`src/rtl/uart_pkg.sv`:
```
// Shared definitions for the UART transmit subsystem: frame FSM states and
// default timing constants.
package uart_pkg;

    typedef enum logic [1:0] {
        IDLE  = 2'd0,
        START = 2'd1,
        DATA  = 2'd2,
        STOP  = 2'd3
    } uart_state_t;

    localparam int UART_DATA_BITS            = 8;
    localparam int UART_DEFAULT_CLKS_PER_BIT = 434;

endpackage

```
`src/rtl/rr_arbiter.sv`:
```
// Combinational round-robin pick: first asserted request found when scanning
// upward from ptr, wrapping from N_REQ-1 back to 0.
module rr_arbiter #(
    parameter int N_REQ = 4
) (
    input  logic [N_REQ-1:0]         req,
    input  logic [$clog2(N_REQ)-1:0] ptr,
    output logic                     valid,
    output logic [$clog2(N_REQ)-1:0] winner
);

    localparam int IDW = $clog2(N_REQ);

    always_comb begin
        int idx;
        idx    = 0;
        valid  = 1'b0;
        winner = '0;
        for (int i = 0; i < N_REQ; i++) begin
            idx = int'(ptr) + i;
            if (idx >= N_REQ) begin
                idx = idx - N_REQ;
            end
            if (!valid && req[idx]) begin
                valid  = 1'b1;
                winner = IDW'(idx);
            end
        end
    end

endmodule

```
`src/rtl/uart_tx_sched.sv`:
```
// Shares one 8N1 UART transmit line among N_REQ byte producers, granting
// them round robin and serialising each granted byte at a fixed baud rate.
module uart_tx_sched
    import uart_pkg::*;
#(
    parameter int N_REQ        = 4,
    parameter int CLKS_PER_BIT = UART_DEFAULT_CLKS_PER_BIT
) (
    input  logic                     CLK50M,
    input  logic                     RST,
    input  logic [N_REQ-1:0]         req,
    input  logic [8*N_REQ-1:0]       data,
    output logic [N_REQ-1:0]         ack,
    output logic                     busy,
    output logic [$clog2(N_REQ)-1:0] grant_id,
    output logic                     TX
);

    localparam int IDW  = $clog2(N_REQ);
    localparam int BW   = $clog2(CLKS_PER_BIT);
    localparam int BITW = $clog2(UART_DATA_BITS);

    uart_state_t                  state_reg, state_next;
    logic [BW-1:0]                baud_reg, baud_next;
    logic [BITW-1:0]              bit_reg, bit_next;
    logic [UART_DATA_BITS-1:0]    shift_reg, shift_next;
    logic [IDW-1:0]               ptr_reg, ptr_next;
    logic [IDW-1:0]               gid_reg, gid_next;
    logic [N_REQ-1:0]             ack_reg, ack_next;
    logic                         tx_reg, tx_next;

    logic                         arb_valid;
    logic [IDW-1:0]               arb_winner;
    logic                         baud_wrap;
    logic [UART_DATA_BITS-1:0]    data_bytes [N_REQ];

    generate
        for (genvar gi = 0; gi < N_REQ; gi++) begin : g_bytes
            assign data_bytes[gi] = data[8*gi +: 8];
        end
    endgenerate

    rr_arbiter #(
        .N_REQ (N_REQ)
    ) u_arb (
        .req    (req),
        .ptr    (ptr_reg),
        .valid  (arb_valid),
        .winner (arb_winner)
    );

    assign baud_wrap = (baud_reg == BW'(CLKS_PER_BIT - 1));

    always_comb begin
        state_next = state_reg;
        baud_next  = baud_reg;
        bit_next   = bit_reg;
        shift_next = shift_reg;
        ptr_next   = ptr_reg;
        gid_next   = gid_reg;
        ack_next   = '0;
        tx_next    = tx_reg;

        case (state_reg)
            IDLE: begin
                tx_next   = 1'b1;
                baud_next = '0;
                if (arb_valid) begin
                    shift_next           = data_bytes[arb_winner];
                    ack_next[arb_winner] = 1'b1;
                    gid_next             = arb_winner;
                    ptr_next             = (arb_winner == IDW'(N_REQ - 1)) ? '0 : arb_winner + IDW'(1);
                    state_next           = START;
                    tx_next              = 1'b0;
                end
            end
            START, DATA, STOP: begin
                baud_next = baud_wrap ? '0 : baud_reg + BW'(1);
                if (baud_wrap) begin
                    case (state_reg)
                        START: begin
                            state_next = DATA;
                            tx_next    = shift_reg[0];
                        end
                        DATA: begin
                            if (bit_reg == BITW'(UART_DATA_BITS - 1)) begin
                                bit_next   = '0;
                                state_next = STOP;
                                tx_next    = 1'b1;
                            end else begin
                                // Shift first so tx always reflects shift_reg[0] during a data bit.
                                bit_next   = bit_reg + BITW'(1);
                                shift_next = shift_reg >> 1;
                                tx_next    = shift_reg[1];
                            end
                        end
                        default: begin
                            state_next = IDLE;
                            tx_next    = 1'b1;
                        end
                    endcase
                end
            end
            default: begin
                state_next = IDLE;
                tx_next    = 1'b1;
            end
        endcase
    end

    always_ff @(posedge CLK50M or posedge RST) begin
        if (RST) begin
            state_reg <= IDLE;
            baud_reg  <= '0;
            bit_reg   <= '0;
            shift_reg <= '0;
            ptr_reg   <= '0;
            gid_reg   <= '0;
            ack_reg   <= '0;
            tx_reg    <= 1'b1;
        end else begin
            state_reg <= state_next;
            baud_reg  <= baud_next;
            bit_reg   <= bit_next;
            shift_reg <= shift_next;
            ptr_reg   <= ptr_next;
            gid_reg   <= gid_next;
            ack_reg   <= ack_next;
            tx_reg    <= tx_next;
        end
    end

    assign busy     = (state_reg != IDLE);
    assign ack      = ack_reg;
    assign grant_id = gid_reg;
    assign TX       = tx_reg;

endmodule

```
`config.mk`:
```
export PLATFORM = sky130hd
export DESIGN_NAME = uart_tx_sched
export DESIGN_NICKNAME = d
export VERILOG_FILES = /design/src/rtl/uart_pkg.sv /design/src/rtl/rr_arbiter.sv /design/src/rtl/uart_tx_sched.sv
export SDC_FILE = /design/constraint.sdc
export NUM_CORES = 1
export LEC_CHECK = 0
export ABC_AREA = 1
export BUFFER_PORTS_ARGS = -buffer_cell sky130_fd_sc_hd__buf_2
export CELL_PAD_IN_SITES_DETAIL_PLACEMENT = 1
export CELL_PAD_IN_SITES_GLOBAL_PLACEMENT = 1
export CORE_MARGIN = 2
export CORE_UTILIZATION = 35
export CTS_CLUSTER_SIZE = 20
export DETAILED_ROUTE_END_ITERATION = 10
export PLACE_DENSITY = 0.7
export SETUP_SLACK_MARGIN = 0.4
export SLEW_MARGIN = 20
export SYNTH_ARGS = -nofsm -noshare
export SYNTH_HDL_FRONTEND = slang
export SYNTH_SLANG_ARGS = --single-unit
```
`constraint.sdc`:
```
create_clock -name CLK50M -period 3.8 [get_ports CLK50M]
set_clock_uncertainty 0.15 [all_clocks]
set_input_delay 0.38 -clock CLK50M [delete_from_list [all_inputs] [get_ports CLK50M]]
set_output_delay 0.38 -clock CLK50M [all_outputs]
set_load 0.01 [all_outputs]
```
=== After elaboration in Yosys (flattened, before gate mapping) ===
Index checks and enable logic that the tools add are counted.

* $lt $le $gt $ge: 11
* Div/mod/pow operators: 0
* Eq/ne operators: 11
* $mul: 0
* Reductions and logical operators: 14
* Add/sub/neg operators: 10
* Multiplexer cells: 50
* Shifts and indexed selects: 0
* Bitwise operators: 1

{| class="wikitable"
|+ Operators by type and width
! kind !! number
|-
| $lt 32x4->1 const B || 4
|-
| $mux 32 || 4
|-
| $ge 32x4->1 const B || 3
|-
| $sub 32x4->32 const B || 3
|-
| $mux 8 || 6
|-
| $pmux 9 s2 || 1
|-
| $bmux 8 s2 || 1
|-
| $mux 1 || 16
|-
| $mux 2 || 8
|-
| $pmux 8 s2 || 1
|-
| $add 9x1->9 const B || 1
|-
| $eq 9x9->1 const B || 1
|-
| $mux 9 || 1
|-
| $bmux 1 s2 || 4
|-
| $mux 4 || 2
|-
| $ne 2x2->1 const B || 4
|-
| $pmux 2 s2 || 2
|-
| $add 2x2->3 const B || 2
|-
| $eq 2x2->1 const B || 3
|-
| $reduce_and 3->1 || 2
|-
| $logic_and 1x1->1 || 4
|-
| $pmux 1 s2 || 2
|-
| $reduce_and 4->1 || 1
|-
| $sub 2x3->4 const B || 1
|-
| other kinds (18) || 20
|}

* ROM bits: 0
* Bits of input ports: 38
* Logic and storage cells: 105
* Memory bits (writable): 0
* Memories: 0
* Bits in registers: 31
* Bits in latches: 0

=== Logic depth before layout (Yosys ltp) ===
* Word-level depth: 21
* Gate-level depth with buffers: 16
* Gate-level depth less buffers: 15

=== Cells and area by module ===
Synthesis repeated with hierarchy kept, for this count alone.

* Cells, all modules: 301
* Area, all modules: 2178.3 µm²

{| class="wikitable"
|+ By module, submodules not included
! module !! cells an instance !! area each (µm²) !! seq. area each (µm²) !! instances
|-
| uart_tx_sched || 242 || 1859.3 || 777.0 || 1
|-
| rr_arbiter || 59 || 319.1 || 0.0 || 1
|}

=== Worst setup path after synthesis ===
OpenSTA, ideal clock, no wires.

* Path kind: reg2reg
* From: register ptr_reg[0]
* To: register ptr_reg[1]
* Cell stages (with the launch flop): 13
* Setup slack: 1.811 ns
* Arrival time: 1.712 ns
* Path buffers: 2
* Required time: 3.523 ns
* Path through: dfrtp_1 buf_6 nand2_1 nand2_1 nand2_1 nand2_4 nor2_4 nand4_1 nand3_1 buf_2 ha_1 nand2_1 o21ai_0

* Word-level cells in the longest chain between the ends: 17
* Elaborated cells between the ends (all ways): 45

{| class="wikitable"
|+ Ends and longest elaborated chain
! what !! RTL line !! source
|-
| start, declared || uart_tx_sched.sv:27 || <nowiki>logic [IDW-1:0] ptr_reg, ptr_next;</nowiki>
|-
| start signal, assigned || uart_tx_sched.sv:126 || <nowiki>ptr_reg <= ptr_next;</nowiki>
|-
| branches (longest 17 deep; another with $sub 32x4->32) || -- ||
|}

Parallel ways; which one is timed is not known. The select of a mux whose other input is x is not followed.
A chain may end at the register's enable or synchronous reset.

=== Worst setup path after layout ===
Ends and elaborated chain as after synthesis.

==> flow_results.org <==
** Routing
- Via count :: roughly 2000
- The first routing iteration left between 40 and 50 violations.
- Number of nets still failing antenna checks after routing :: 0
- WL per Instance :: approximately 13 um
- DR vias/cell :: around 4.7
- Summed over all layers, the routed wires come to 5470 um.
- Number of search-and-repair iterations in the first detailed-routing pass :: 4
- Residual DRC :: 0

** Floorplanning
- Area of the core region :: 5920 um^2
- The floorplan has 28 rows.
- The die covers between 6000 and 7000 um^2.
- Initial Util :: 36.3%
- In this run the count of I/O pins placed on the die edge is 46.
- The die is 82.3 um wide.
- The floorplan step set the die height to 82.3 um.

** Clock network
- Cts repair resizes :: 0
- Clock latency on the worst-skew pair, taken at its later pin, is 0.28 ns.
- Number of buffers added to fix hold violations after cts :: 0
- Num CTS Buffers :: 5
- Number of H-tree levels :: 2
- Post-CTS Repair Setup Buffers :: 0
- In this run the clock root is driven by a clkbuf_8.
- The clock net in this run drives a total of 31 sinks.
- After clock tree synthesis, the clock-pin slew on the worst setup and hold paths is approximately 0.07 ns.
- The longest clock path from root to sink contains 2 buffers.
- CTS tree :: done

** Power
- The analysis attributes to cell leakage a power of about 1.4 nW.
- Internal power :: between 0.0005 and 0.0006 W
- Combinational logic burns a little under an eighth of the power.
- Power spread over the standard cell area amounts to about 280 nW/um^2.
- Part of the total power dissipated in the clock network :: between 40% and 50%
- Switching share of total power :: between 20% and 30%
- VDD sags by at most roughly 150 uV.
- For this design the total switching power over the nets is ~0.00018 W.
- Relative contribution of sequential cells to total power :: a little under half

** Synthesis
- Of the total synthesized cell area, the portion taken by XOR and XNOR cells is less than 1%.
- Fraction of the mapped netlist area in adder cells :: under 10%
- Share of synthesized cell area in and, or, nand and nor gates :: approximately two fifths
- In the synthesized netlist, the number of instances is between 300 and 400.
- Number of flops mapped to enable cells by yosys :: 0
- Flip-flop and latch count after synthesis :: 31
- Fraction of registers with async set/reset :: 100%
- The synthesized netlist occupies a cell area of 2150 um^2.
- Largest family of logic cells by synthesized area :: simple AND/OR/NAND/NOR gates
- Synthesized net count :: 354
- The synthesized netlist devotes roughly 7.2% of its cell area to compound gates.
- Synthesized area divided by synthesized cell count :: 6.98 um^2
- Total of warnings raised by yosys :: 0
- Leading register cell type out of synthesis :: dfrtp_1
- Proportion of synthesized area in mux cells :: between 1 and 1.5%
- The share of the Yosys chip area taken by registers is between 30% and 40%.
- The largest total area in the synthesized netlist belongs to dfrtp_1.
- Dominant cells by area after synthesis :: dfrtp_1, nand2_1, nand3_1
- After synthesis, the largest area contributor takes up 34.9% of total cell area.
- The synthesized netlist contains 32 unique library cells.

** GRT
- Global routing finished with a remaining overflow of 0.
- Entering global routing, the biggest net connects 32 pins.
- The first global-routing pass estimated 9560 um of wire.
- Vias in the first global route :: ~2100
- GRT Overall Usage :: ~18%
- The initial antenna violation count is 0.

** STA
- In the post-route analysis, the smallest setup slack over all paths is ~1.1 ns.
- Setup TNS Final :: 0 ns
- F_max :: around 380 MHz
- Tcrit/Tclk final :: 69.9%
- In this run the tightest slew margin relative to its limit is 63.7%.
- The count of final max-slew check failures is 0.
- Final setup violation count :: 0
- Final Hold Viols :: 0
- Setup repair after global routing left no endpoint under its margin.
- At the pin with the least slew margin, the transition time is about 0.54 ns.
- For the finished layout, the period the worst path requires is about 2.7 ns.

** Worst setup path
- Of all nets on the critical path, the largest fanout is 14.
- Arrival time at the worst endpoint :: roughly 2.7 ns
- The worst setup path is of the register to register kind.
- Crit start category :: register
- STA puts the critical path data required time at between 3 and 4 ns.
- Critical path capture point type :: register

** Layout
- The repair_antennas step left the layout with diodes totalling 0.
- Number of nets in the finished design :: 400
- Cells with a size suffix above 1 make up 22.8% of the layout.
- Filler instances :: about 800
- Flip-flop count of the largest register after layout :: 9
- The area growth from synthesis to layout is 17.6%.

** Hold path
- The worst hold path belongs to the class primary input to async pin.

** Place
- In this run the tool buffered the top-level ports with 45 buffer cells.
- At the end of routability-driven placement, the weighted congestion stood at between 0.8 and 0.9.
- Detailed placement HPWL :: around 4300 um
- Post-placement setup slack :: between 1 and 1.5 ns

** Outcome
- Outcome :: finished, final reports clean

** Job
- Max-cap violations in this run came to 0.
-- routing by layer --
layer | up-vias | global-route usage [%] | routed length [um]
li1 | 1060 | - | -
met1 | 935 | 22.6 | 2570
met2 | 42 | 32.0 | 2650
met3 | 4 | 3.15 | 202
met4 | 0 | 4.50 | 49
met5 | - | 0 | 0
-- power by group through the flow --
stage | clock (W) | combinational (W) | sequential (W)
floorplan | 0 | 0.0000548 | 0.000336
global placement | 0 | 0.0000844 | 0.000336
detailed placement | 0 | 0.0000856 | 0.000336
CTS | 0.000302 | 0.0000859 | 0.000330
global route | 0.000315 | 0.0000979 | 0.000330
finish | 0.000289 | 0.0000841 | 0.000330
-- cell type report --
type | instances | area, um^2 | area share (%)
inverters | 43 | 164 | 6.49
flip-flops and latches | 31 | 777 | 30.8
repair buffers | 47 | 240 | 9.51
clock buffers | 8 | 100 | 3.96
multi-input cells | 226 | 1150 | 45.6
well taps | 75 | 93.8 | 3.71
-- worst paths after layout --
path	from	to	slack [ns]	cells past startpoint
setup / recovery	ptr_reg[0]	ptr_reg[1]	1.14	12
setup reg to reg	ptr_reg[0]	ptr_reg[1]	1.14	12
hold reg to reg	shift_reg[1]	shift_reg[1]	0.33	2
max in group asynchronous	RST	TX	3.16	3
hold / removal	RST	baud_reg[4]	0.01	3
min in group CLK50M	data[6]	shift_reg[6]	0.28	5
-- synthesized netlist by cell type, drive strengths merged, types with 2 or more instances --
library cell,instances
a21oi,9
buf,6
o21ai,15
clkbuf,2
nand3,40
nand4,3
dfrtp,30
nor3,5
nor2,35
inv,43
mux2,2
nand2,103
ha,8
-- worst max-delay path: stages, from the launching register on --
cell and delay, ns:
dfrtp_1 0.67, inv_2 0.18, nand2_1 0.14, nand3_2 0.08, nand2_2 0.13, inv_1 0.09, nand2_1 0.06, nand2_1 0.05
nand2_1 0.05, nand3_1 0.35, ha_1 0.43, nand2_1 0.06, o21ai_0 0.08
-- layout by cell type (no fill, tap or decap), drive strengths merged --
cell type	instances
o31ai	1
clkbuf	8
ha	8
mux2	2
nor2	35
dfstp	1
dfrtp	30
nand2	103
nand3b	1
xor2	1
a21oi	9
buf	47
o21ai	15
and2	1
a311oi	1
nand3	40
inv	43
a211oi	1
nor3	5
nand4	3
-- metrics by stage --
step | utilization, % | total power, W | cell area, um^2 | cells | hold slack [ns]
after floorplan | - | 0.000391 | 2150 | 308 | 0.299
after global placement | 41.0 | 0.000421 | 2430 | 422 | 0.315
after detailed placement | 41.0 | 0.000422 | 2430 | 422 | 0.320
after CTS | 42.7 | 0.000718 | 2530 | 430 | 0.0318
after global routing | 42.7 | 0.000742 | 2530 | 430 | 0.0668
final | 42.7 | 0.000703 | 2530 | 430 | 0.0138
-- cells by family (layout without fill, tap and decap cells) --
| kind of cell | Yosys count | count (layout) |
|---|---|---|
| xor gates and xnor gates | 1 | 1 |
| muxes | 2 | 2 |
| buffers and inverters | 51 | 98 |
| DFF | 31 | 31 |
| and+or+nand+nor | 188 | 188 |
| adders and majority gates | 8 | 8 |
| AOI/OAI and AO/OA | 27 | 27 |
(Power assumes the default switching activity.)
